--- config.mk ---
export PLATFORM = sky130hd
export DESIGN_NAME = mem_access_stage
export DESIGN_NICKNAME = d
export VERILOG_FILES = /design/src/rtl/riscv_pkg.sv /design/src/rtl/load_extend.sv /design/src/rtl/mem_access_stage.sv
export SDC_FILE = /design/constraint.sdc
export NUM_CORES = 1
export LEC_CHECK = 0
export CAP_MARGIN = 40
export CORE_ASPECT_RATIO = 0.7
export CORE_MARGIN = 3
export CORE_UTILIZATION = 29
export CTS_BUF_LIST = sky130_fd_sc_hd__clkbuf_4 sky130_fd_sc_hd__clkbuf_8
export CTS_CLUSTER_SIZE = 10
export DETAILED_ROUTE_END_ITERATION = 12
export GPL_ROUTABILITY_DRIVEN = 0
export REMOVE_ABC_BUFFERS = 1
export SLEW_MARGIN = 40
export SYNTH_ARGS = -nofsm -noshare
export SYNTH_HDL_FRONTEND = slang
export SYNTH_SLANG_ARGS = --single-unit
--- constraint.sdc ---
create_clock -name clk -period 10.2 [get_ports clk]
set_input_delay 2.55 -clock clk [delete_from_list [all_inputs] [get_ports clk]]
set_output_delay 2.55 -clock clk [all_outputs]
set_load 0.005 [all_outputs]
--- src/rtl/riscv_pkg.sv ---
// Shared RV32I load/store encodings and the MEM-stage FSM state type.
package riscv_pkg;

    localparam logic [2:0] F3_LB  = 3'b000;
    localparam logic [2:0] F3_LH  = 3'b001;
    localparam logic [2:0] F3_LW  = 3'b010;
    localparam logic [2:0] F3_LBU = 3'b100;
    localparam logic [2:0] F3_LHU = 3'b101;
    localparam logic [2:0] F3_SB  = 3'b000;
    localparam logic [2:0] F3_SH  = 3'b001;
    localparam logic [2:0] F3_SW  = 3'b010;

    typedef enum logic [1:0] {
        IDLE = 2'd0,
        BUSY = 2'd1,
        DONE = 2'd2
    } lsu_state_t;

    // Misaligned halfword/word or an encoding that is not a legal RV32I load/store.
    function automatic logic access_illegal(input logic is_load, input logic [2:0] f3,
                                            input logic [1:0] offset);
        logic bad;
        bad = 1'b1;
        if (is_load) begin
            case (f3)
                F3_LB, F3_LBU: bad = 1'b0;
                F3_LH, F3_LHU: bad = offset[0];
                F3_LW:         bad = |offset;
                default:       bad = 1'b1;
            endcase
        end else begin
            case (f3)
                F3_SB:   bad = 1'b0;
                F3_SH:   bad = offset[0];
                F3_SW:   bad = |offset;
                default: bad = 1'b1;
            endcase
        end
        return bad;
    endfunction

endpackage

--- src/rtl/load_extend.sv ---
// Selects the addressed byte/halfword lane of a read word and sign- or zero-extends it.
module load_extend
    import riscv_pkg::*;
(
    input  logic [31:0] rdata,
    input  logic [1:0]  offset,
    input  logic [2:0]  funct3,
    output logic [31:0] result
);

    logic [7:0]  byte_lanes [4];
    logic [7:0]  byte_sel;
    logic [15:0] half_sel;

    genvar gi;
    generate
        for (gi = 0; gi < 4; gi++) begin : g_lane
            assign byte_lanes[gi] = rdata[8*gi +: 8];
        end
    endgenerate

    assign byte_sel = byte_lanes[offset];
    assign half_sel = offset[1] ? rdata[31:16] : rdata[15:0];

    always_comb begin
        case (funct3)
            F3_LB:   result = {{24{byte_sel[7]}}, byte_sel};
            F3_LBU:  result = {24'd0, byte_sel};
            F3_LH:   result = {{16{half_sel[15]}}, half_sel};
            F3_LHU:  result = {16'd0, half_sel};
            default: result = rdata;
        endcase
    end

endmodule

--- src/rtl/mem_access_stage.sv ---
// MEM-stage load/store unit: legality check, store lane steering, req/ready bus FSM
// with timeout, and extended load data handed to MEM/WB in the DONE cycle.
module mem_access_stage
    import riscv_pkg::*;
#(
    parameter logic [7:0] TIMEOUT = 8'd255
) (
    input  logic        clk,
    input  logic        rst,
    input  logic        MemReadM,
    input  logic        MemWriteM,
    input  logic [2:0]  funct3M,
    input  logic [31:0] ALUResultM,
    input  logic [31:0] WriteDataM,
    output logic [31:0] ReadData,
    output logic        StallM,
    output logic        AccessFaultM,
    output logic        dmem_req,
    output logic        dmem_we,
    output logic [31:0] dmem_addr,
    output logic [3:0]  dmem_be,
    output logic [31:0] dmem_wdata,
    input  logic        dmem_ready,
    input  logic [31:0] dmem_rdata
);

    lsu_state_t  state_reg, state_next;
    logic [7:0]  cnt_reg, cnt_next;
    logic [31:0] addr_reg;
    logic [3:0]  be_reg;
    logic [31:0] wdata_reg;
    logic        we_reg;
    logic [2:0]  funct3_reg;
    logic [31:0] rdata_reg;

    logic        access, is_load, illegal, start, busy, timed_out;
    logic [3:0]  be_calc;
    logic [31:0] wdata_calc;
    logic [31:0] ext_data;

    // A load wins when both strobes are set; reset suppresses any new request.
    assign access  = MemReadM | MemWriteM;
    assign is_load = MemReadM;
    assign illegal = access_illegal(is_load, funct3M, ALUResultM[1:0]);
    assign start   = (state_reg == IDLE) && access && !illegal && !rst;
    assign busy    = (state_reg == BUSY);

    // TIMEOUT==0 disables the watchdog; ready in the last allowed cycle still wins.
    assign timed_out = (TIMEOUT != 8'd0) && (cnt_reg == TIMEOUT - 8'd1) && !dmem_ready;

    always_comb begin
        be_calc    = 4'b1111;
        wdata_calc = WriteDataM;
        if (!is_load) begin
            case (funct3M)
                F3_SB: begin
                    be_calc    = 4'b0001 << ALUResultM[1:0];
                    wdata_calc = {4{WriteDataM[7:0]}};
                end
                F3_SH: begin
                    be_calc    = 4'b0011 << ALUResultM[1:0];
                    wdata_calc = {2{WriteDataM[15:0]}};
                end
                default: begin
                    be_calc    = 4'b1111;
                    wdata_calc = WriteDataM;
                end
            endcase
        end
    end

    always_comb begin
        state_next = state_reg;
        cnt_next   = cnt_reg;
        case (state_reg)
            IDLE: begin
                if (start) begin
                    state_next = BUSY;
                    cnt_next   = 8'd0;
                end
            end
            BUSY: begin
                if (dmem_ready || timed_out) begin
                    state_next = DONE;
                end else if (cnt_reg != 8'hFF) begin
                    cnt_next = cnt_reg + 8'd1;
                end
            end
            DONE:    state_next = IDLE;
            default: state_next = IDLE;
        endcase
    end

    load_extend u_load_extend (
        .rdata  (dmem_rdata),
        .offset (addr_reg[1:0]),
        .funct3 (funct3_reg),
        .result (ext_data)
    );

    always_ff @(posedge clk or posedge rst) begin
        if (rst) begin
            state_reg  <= IDLE;
            cnt_reg    <= 8'd0;
            addr_reg   <= 32'd0;
            be_reg     <= 4'd0;
            wdata_reg  <= 32'd0;
            we_reg     <= 1'b0;
            funct3_reg <= 3'd0;
            rdata_reg  <= 32'd0;
        end else begin
            state_reg <= state_next;
            cnt_reg   <= cnt_next;
            if (start) begin
                addr_reg   <= ALUResultM;
                be_reg     <= be_calc;
                wdata_reg  <= wdata_calc;
                we_reg     <= !is_load;
                funct3_reg <= funct3M;
            end
            if (busy) begin
                if (dmem_ready) begin
                    rdata_reg <= we_reg ? 32'd0 : ext_data;
                end else if (timed_out) begin
                    rdata_reg <= 32'd0;
                end
            end
        end
    end

    assign dmem_req     = busy;
    assign dmem_we      = busy && we_reg;
    assign dmem_addr    = busy ? {addr_reg[31:2], 2'b00} : 32'd0;
    assign dmem_be      = busy ? be_reg : 4'd0;
    assign dmem_wdata   = busy ? wdata_reg : 32'd0;
    assign StallM       = busy || start;
    assign AccessFaultM = ((state_reg == IDLE) && access && illegal && !rst) || (busy && timed_out);
    assign ReadData     = (state_reg == DONE) ? rdata_reg : 32'd0;

endmodule

==> flow_summary.yaml, run 1 <==
grt:
  grt_max_degree: 71
  grtUsageTotal_pct: 17.1
  overflow: 0
  grt_pass1_vias: 5216
  antenna_found_initial: 2
  grt_pass1_wl_um: 29700
clock_tree:
  clock-root-buffer: "clkbuf_8"
  cts_resized: 0
  clk_pin_slew_ns: 0.07
  insertion_delay_ns: 0.44
  post-cts-setup-buffer-count: 0
  tritoncts: "yes"
  cts_sinks: 114
  cts_buffer_depth: 2
  cts_made_buffers: 17
  holdBufCountCts: 0
  htree_levels: 4
route:
  drtPass1Iterations: 4
  met1_length_um: 8130
  wl_met2_um: 8160
  wl_per_cell_um: 18.3
  drc: 0
  vias: 5011
  wl_um: 19000
  top_layer: "met5"
  drtAntennaViolNets: 0
  via_per_inst: 4.83
  drt_iter0_drc: 425
  met3WireLength_um: 2590
logic_synthesis:
  synth_top_family_by_area: "multiplexers"
  yosys_warnings: 0
  ys_ff_latch: 114
  synth_edf_count: 0
  muxShareOfSynthArea_pct: 18.9
  synth.distinct_cells: 53
  avgSynthCellArea_um2: 10.8
  postSynth.asyncResetShare_pct: 100
  syn-cell-area_um2: 6080
  synth_compound_area_share_pct: 12.2
  synthSimpleGateAreaFrac_pct: 16.1
  ys.flop_type: "dfrtp_1"
  synth_xor_area_share_pct: 0.144
  synthCells: 564
  seq_area_frac_synth_pct: 47.0
  synth_fa_ha_area_share_pct: 0.412
layout:
  mostFrequentLayoutCells: "clkdlybuf4s50_1, dfrtp_1, and2_1"
  layout-drive-gt1-share_pct: 16.0
  n_fill_cell: 1985
  nets: 861
  final_common_cell: "clkdlybuf4s50_1"
  syn_to_final_growth_pct: 44.2
  antennaDiodeCount: 0
placed_design:
  place_hpwl_um: 13400
  io_buffers: 205
die:
  core_area_um2: 20200
  dieArea_um2: 22800
  io_pins: 208
  die_w_um: 179
  num_rows: 43
  start_util_pct: 30.1
  fp.dieH_um: 127
setup_path:
  slowest_stage: "clkdlybuf4s50_1"
  cp.buffers_inverters: 2
  worstSetupEndpointType: "output port"
  critPathTopFamily: "buffers and inverters"
  crit_fanout: 13
  worst_setup_path_start_kind: "primary input"
  critPathRequiredTime_ns: 7.65
  crit_chain: "clkdlybuf4s50_1 > a21oi_1 > a21oi_1 > nand2b_1 > nand2_1 > clkdlybuf4s50_1"
  cpPeakStageDelay_ns: 0.97
  critPathKind: "in -> out"
  cp_data_arrival_time_ns: 5.19
sta:
  fin_hold_ws_ns: 0.475
  rsz0062_at_grt: "false"
  post-route-period-util_pct: 75.9
  setup_viol: 0
  period_needed_ns: 7.74
  report.final.slew_viol_count: 0
  hold_viol: 0
  final.setup.tns_ns: 0
  fin_skew_ns: 0.0109
  max_slew_margin_pct: 49.0
  worst_slew_pin_slew_ns: 0.763
  max_freq_mhz: 129
pwr:
  powerDensity_nw_per_um2: 180
  p_leak_uw: 0.00360
  vdd.ir_drop.worst_v: 0.0000717
run:
  max-cap-violations: 0
worst_hold_path:
  hold_path.class: "reg -> reg"
status:
  status: "finished, final reports clean"
==> cell families (layout without fill, tap and decap cells) <==
group | Yosys count | in the layout
fa+ha+maj | 2 | 2
simple gates | 172 | 172
buf+inv | 74 | 277
xor+xnor | 1 | 1
mux | 98 | 98
other cells | 1 | 2
compound gates | 102 | 102
flops | 114 | 114
==> cell type report <==
cell class              instances  area (um^2)  share of cell area [%]
multi-input cells             377         2930                    33.4
clock buffers                  18          241                    2.76
repair buffers                213         2120                    24.2
clock inverters                14          155                    1.77
inverters                      32          125                    1.43
flip-flops and latches        114         2850                    32.6
well taps                     270          338                    3.86
==> power breakdown <==
part           leakage, uW  total (uW)  internal, uW  switching [uW]
Combinational      0.00200         446           269             177
Sequential         0.00140         703           600             103
Clock             0.000197         430           223             207
==> layer usage <==
layer  vias to the layer above  global-route usage [%]
met3                        11                    10.0
met5                         -                       0
met1                      2424                    21.8
met2                       202                    25.0
li1                       2370                       -
met4                         4                    3.71
==> metrics by stage <==
| step | power, uW | utilization [%] | area [um^2] | instances | setup slack, ns |
|---|---|---|---|---|---|
| 3_3_place_gp | 1160 | 41.4 | 8340 | 1005 | 2.44 |
| 5_1_grt | 1690 | 43.4 | 8760 | 1038 | 2.29 |
| 4_1_cts | 1610 | 43.4 | 8760 | 1038 | 2.41 |
| 6_report | 1580 | 43.4 | 8760 | 1038 | 2.46 |
| 3_5_place_dp | 1160 | 41.4 | 8360 | 1006 | 2.42 |
| 2_1_floorplan | 954 | - | 5880 | 523 | 3.30 |
==> final timing paths <==
kind,start,to,slack [ns],depth (start not counted)
worst max-delay path,funct3M[0],StallM,2.46,6
worst min-delay path,rdata_reg[14],rdata_reg[14],0.47,1
worst max register to register,state_reg[1],rdata_reg[30],7.58,8
worst min register to register,rdata_reg[14],rdata_reg[14],0.47,1
max in group asynchronous,rst,funct3_reg[1],6.41,3
min in group asynchronous,rst,we_reg,2.56,2
==> synthesized netlist by cell type (3+ instances only) <==
cell type  count  area (um^2)
dfrtp_1      114         2850
and2_1        83          519
mux2_2        65          732
inv_1         32          120
nor2_1        31          116
o21ai_0       29          145
mux2i_1       26          260
a221o_1       22          220
clkbuf_1      21         78.8
nand2_1       17         63.8
buf_2         15         75.1
nand3_1       14         70.1
a21oi_1        9         45.0
a22o_1         7         61.3
nand2b_1       7         43.8
mux4_2         6          135
o22ai_1        6         37.5
o2bb2ai_1      6         52.6
nor2b_1        4         25.0
o211ai_1       3         22.5
o31ai_1        3         22.5
Note: power is estimated with default switching activity, not from simulation.
==> run 2: changes to the inputs <==
clock period = 6.2 ns   (was 10.2 ns; I/O delays follow)
==> run 2 against run 1 <==
Effect of this change: worst setup slack got worse by 1.2 ns; die area did not move; hold slack got worse by 0.0027 ns; sequential power rose by 65%; design area rose by 0.37%; clock skew barely moved; flip-flop and latch count did not move; non-clock buffer count rose by 2; global-route usage rose by 0.13 points; critical path type unchanged.
==> flow_summary.yaml, run 2 (same netlist as run 1, synthesis figures left out) <==
sta:
  worst_slew_pin_slew_ns: 0.745
  report.final.slew_viol_count: 0
  fin_hold_ws_ns: 0.472
  setup_viol: 0
  max_slew_margin_pct: 50.3
  final.setup.tns_ns: 0
  period_needed_ns: 4.94
  fin_skew_ns: 0.0110
  rsz0062_at_grt: "false"
  hold_viol: 0
  finalWorstSetupSlack_ns: 1.26
  post-route-period-util_pct: 79.7
  max_freq_mhz: 202
worst_hold_path:
  min_path_cells: 1
  min-delay-start: "rdata_reg[14]"
  hold_path.class: "reg -> reg"
  hold_end: "rdata_reg[14]"
layout:
  nets: 863
  layout-drive-gt1-share_pct: 16.2
  instances_no_fill: 1040
  final_common_cell: "clkdlybuf4s50_1"
  n_fill_cell: 1990
  antennaDiodeCount: 0
  mostFrequentLayoutCells: "clkdlybuf4s50_1, dfrtp_1, and2_1"
  syn_to_final_growth_pct: 44.7
grt:
  overflow: 0
  grt_pass1_vias: 5310
  grt_pass1_wl_um: 30200
  grt_max_degree: 71
  antenna_found_initial: 1
  grtUsageTotal_pct: 17.2
die:
  dieArea_um2: 22800
  die_w_um: 179
  start_util_pct: 30.1
  io_pins: 208
  core_area_um2: 20200
  num_rows: 43
  fp.dieH_um: 127
route:
  drtAntennaViolNets: 0
  drt_iter0_drc: 376
  wl_met2_um: 8240
  vias: 5088
  met1_length_um: 8450
  wl_um: 19400
  wl_per_cell_um: 18.7
  via_per_inst: 4.89
  top_layer: "met5"
  drc: 0
  drtPass1Iterations: 5
  met3WireLength_um: 2540
placed_design:
  io_buffers: 205
  place_hpwl_um: 13600
  dpl_worst_slack_ns: 1.24
  dp.cells: 1008
setup_path:
  r2r_setup_slack_ns: 3.44
  r2r-end: "rdata_reg[17]"
  cp_data_arrival_time_ns: 3.39
  critPathKind: "in -> out"
  worstSetupEndpointType: "output port"
  crit_fanout: 13
  worst_setup_path_start_kind: "primary input"
  r2r-start: "state_reg[1]"
  critPathRequiredTime_ns: 4.65
  r2r_cells: 8
clock_tree:
  htree_levels: 4
  cts_sinks: 114
  holdBufCountCts: 0
  insertion_delay_ns: 0.44
  cts_buffer_depth: 2
  clk_pin_slew_ns: 0.06
  cts_resized: 0
  cts_made_buffers: 17
  post-cts-setup-buffer-count: 0
  clock-root-buffer: "clkbuf_8"
  tritoncts: "yes"
status:
  status: "finished, final reports clean"
pwr:
  vdd.ir_drop.worst_v: 0.000135
  p_leak_uw: 0.00362
  powerDensity_nw_per_um2: 300
run:
  max-cap-violations: 0
[run 2: report_power, final]
part | switching, uW | internal [uW] | total (uW) | leakage (uW)
clock | 329 | 412 | 741 | 0.000206
sequential | 174 | 988 | 1160 | 0.00140
combinational | 293 | 444 | 737 | 0.00201
[run 2: stage by stage]
| step | power [uW] | instance area (um^2) | utilization, % |
|---|---|---|---|
| after floorplan | 1570 | 5880 | - |
| after global placement | 1900 | 8360 | 41.4 |
| after detailed placement | 1920 | 8370 | 41.5 |
| after CTS | 2680 | 8780 | 43.5 |
| after global routing | 2810 | 8790 | 43.6 |
| final | 2640 | 8790 | 43.6 |
[run 2: final cells by class]
class / count / area (um^2) / area share [%]
sequential: 114 / 2850 / 32.5
inverter: 32 / 125 / 1.42
clock inverter: 13 / 159 / 1.81
timing repair buffer: 215 / 2130 / 24.3
clock buffer: 19 / 255 / 2.90
multi-input combinational: 377 / 2930 / 33.3
tap: 270 / 338 / 3.84
[run 2: worst max path at each step]
stage	startpoint	end	slack [ns]
after floorplan	rst	cnt_reg[0]	0.30
after global placement	funct3M[0]	AccessFaultM	1.27
after detailed placement	funct3M[0]	AccessFaultM	1.24
after CTS	funct3M[0]	AccessFaultM	1.24
after global routing	funct3M[0]	AccessFaultM	1.18
final	funct3M[0]	AccessFaultM	1.26
[run 2: layer usage]
metal,vias up,GRT usage (%)
met4,2,3.98
met1,2474,22.5
met5,-,0
met3,20,9.18
met2,208,25.1
li1,2384,-
[run 2: worst max-delay path, cell delays in order]
cell             delay, ns
clkdlybuf4s50_1       0.45
buf_4                 0.23
a21oi_1               0.09
a21oi_1               0.35
a22o_1                0.21
clkdlybuf4s50_1       0.50
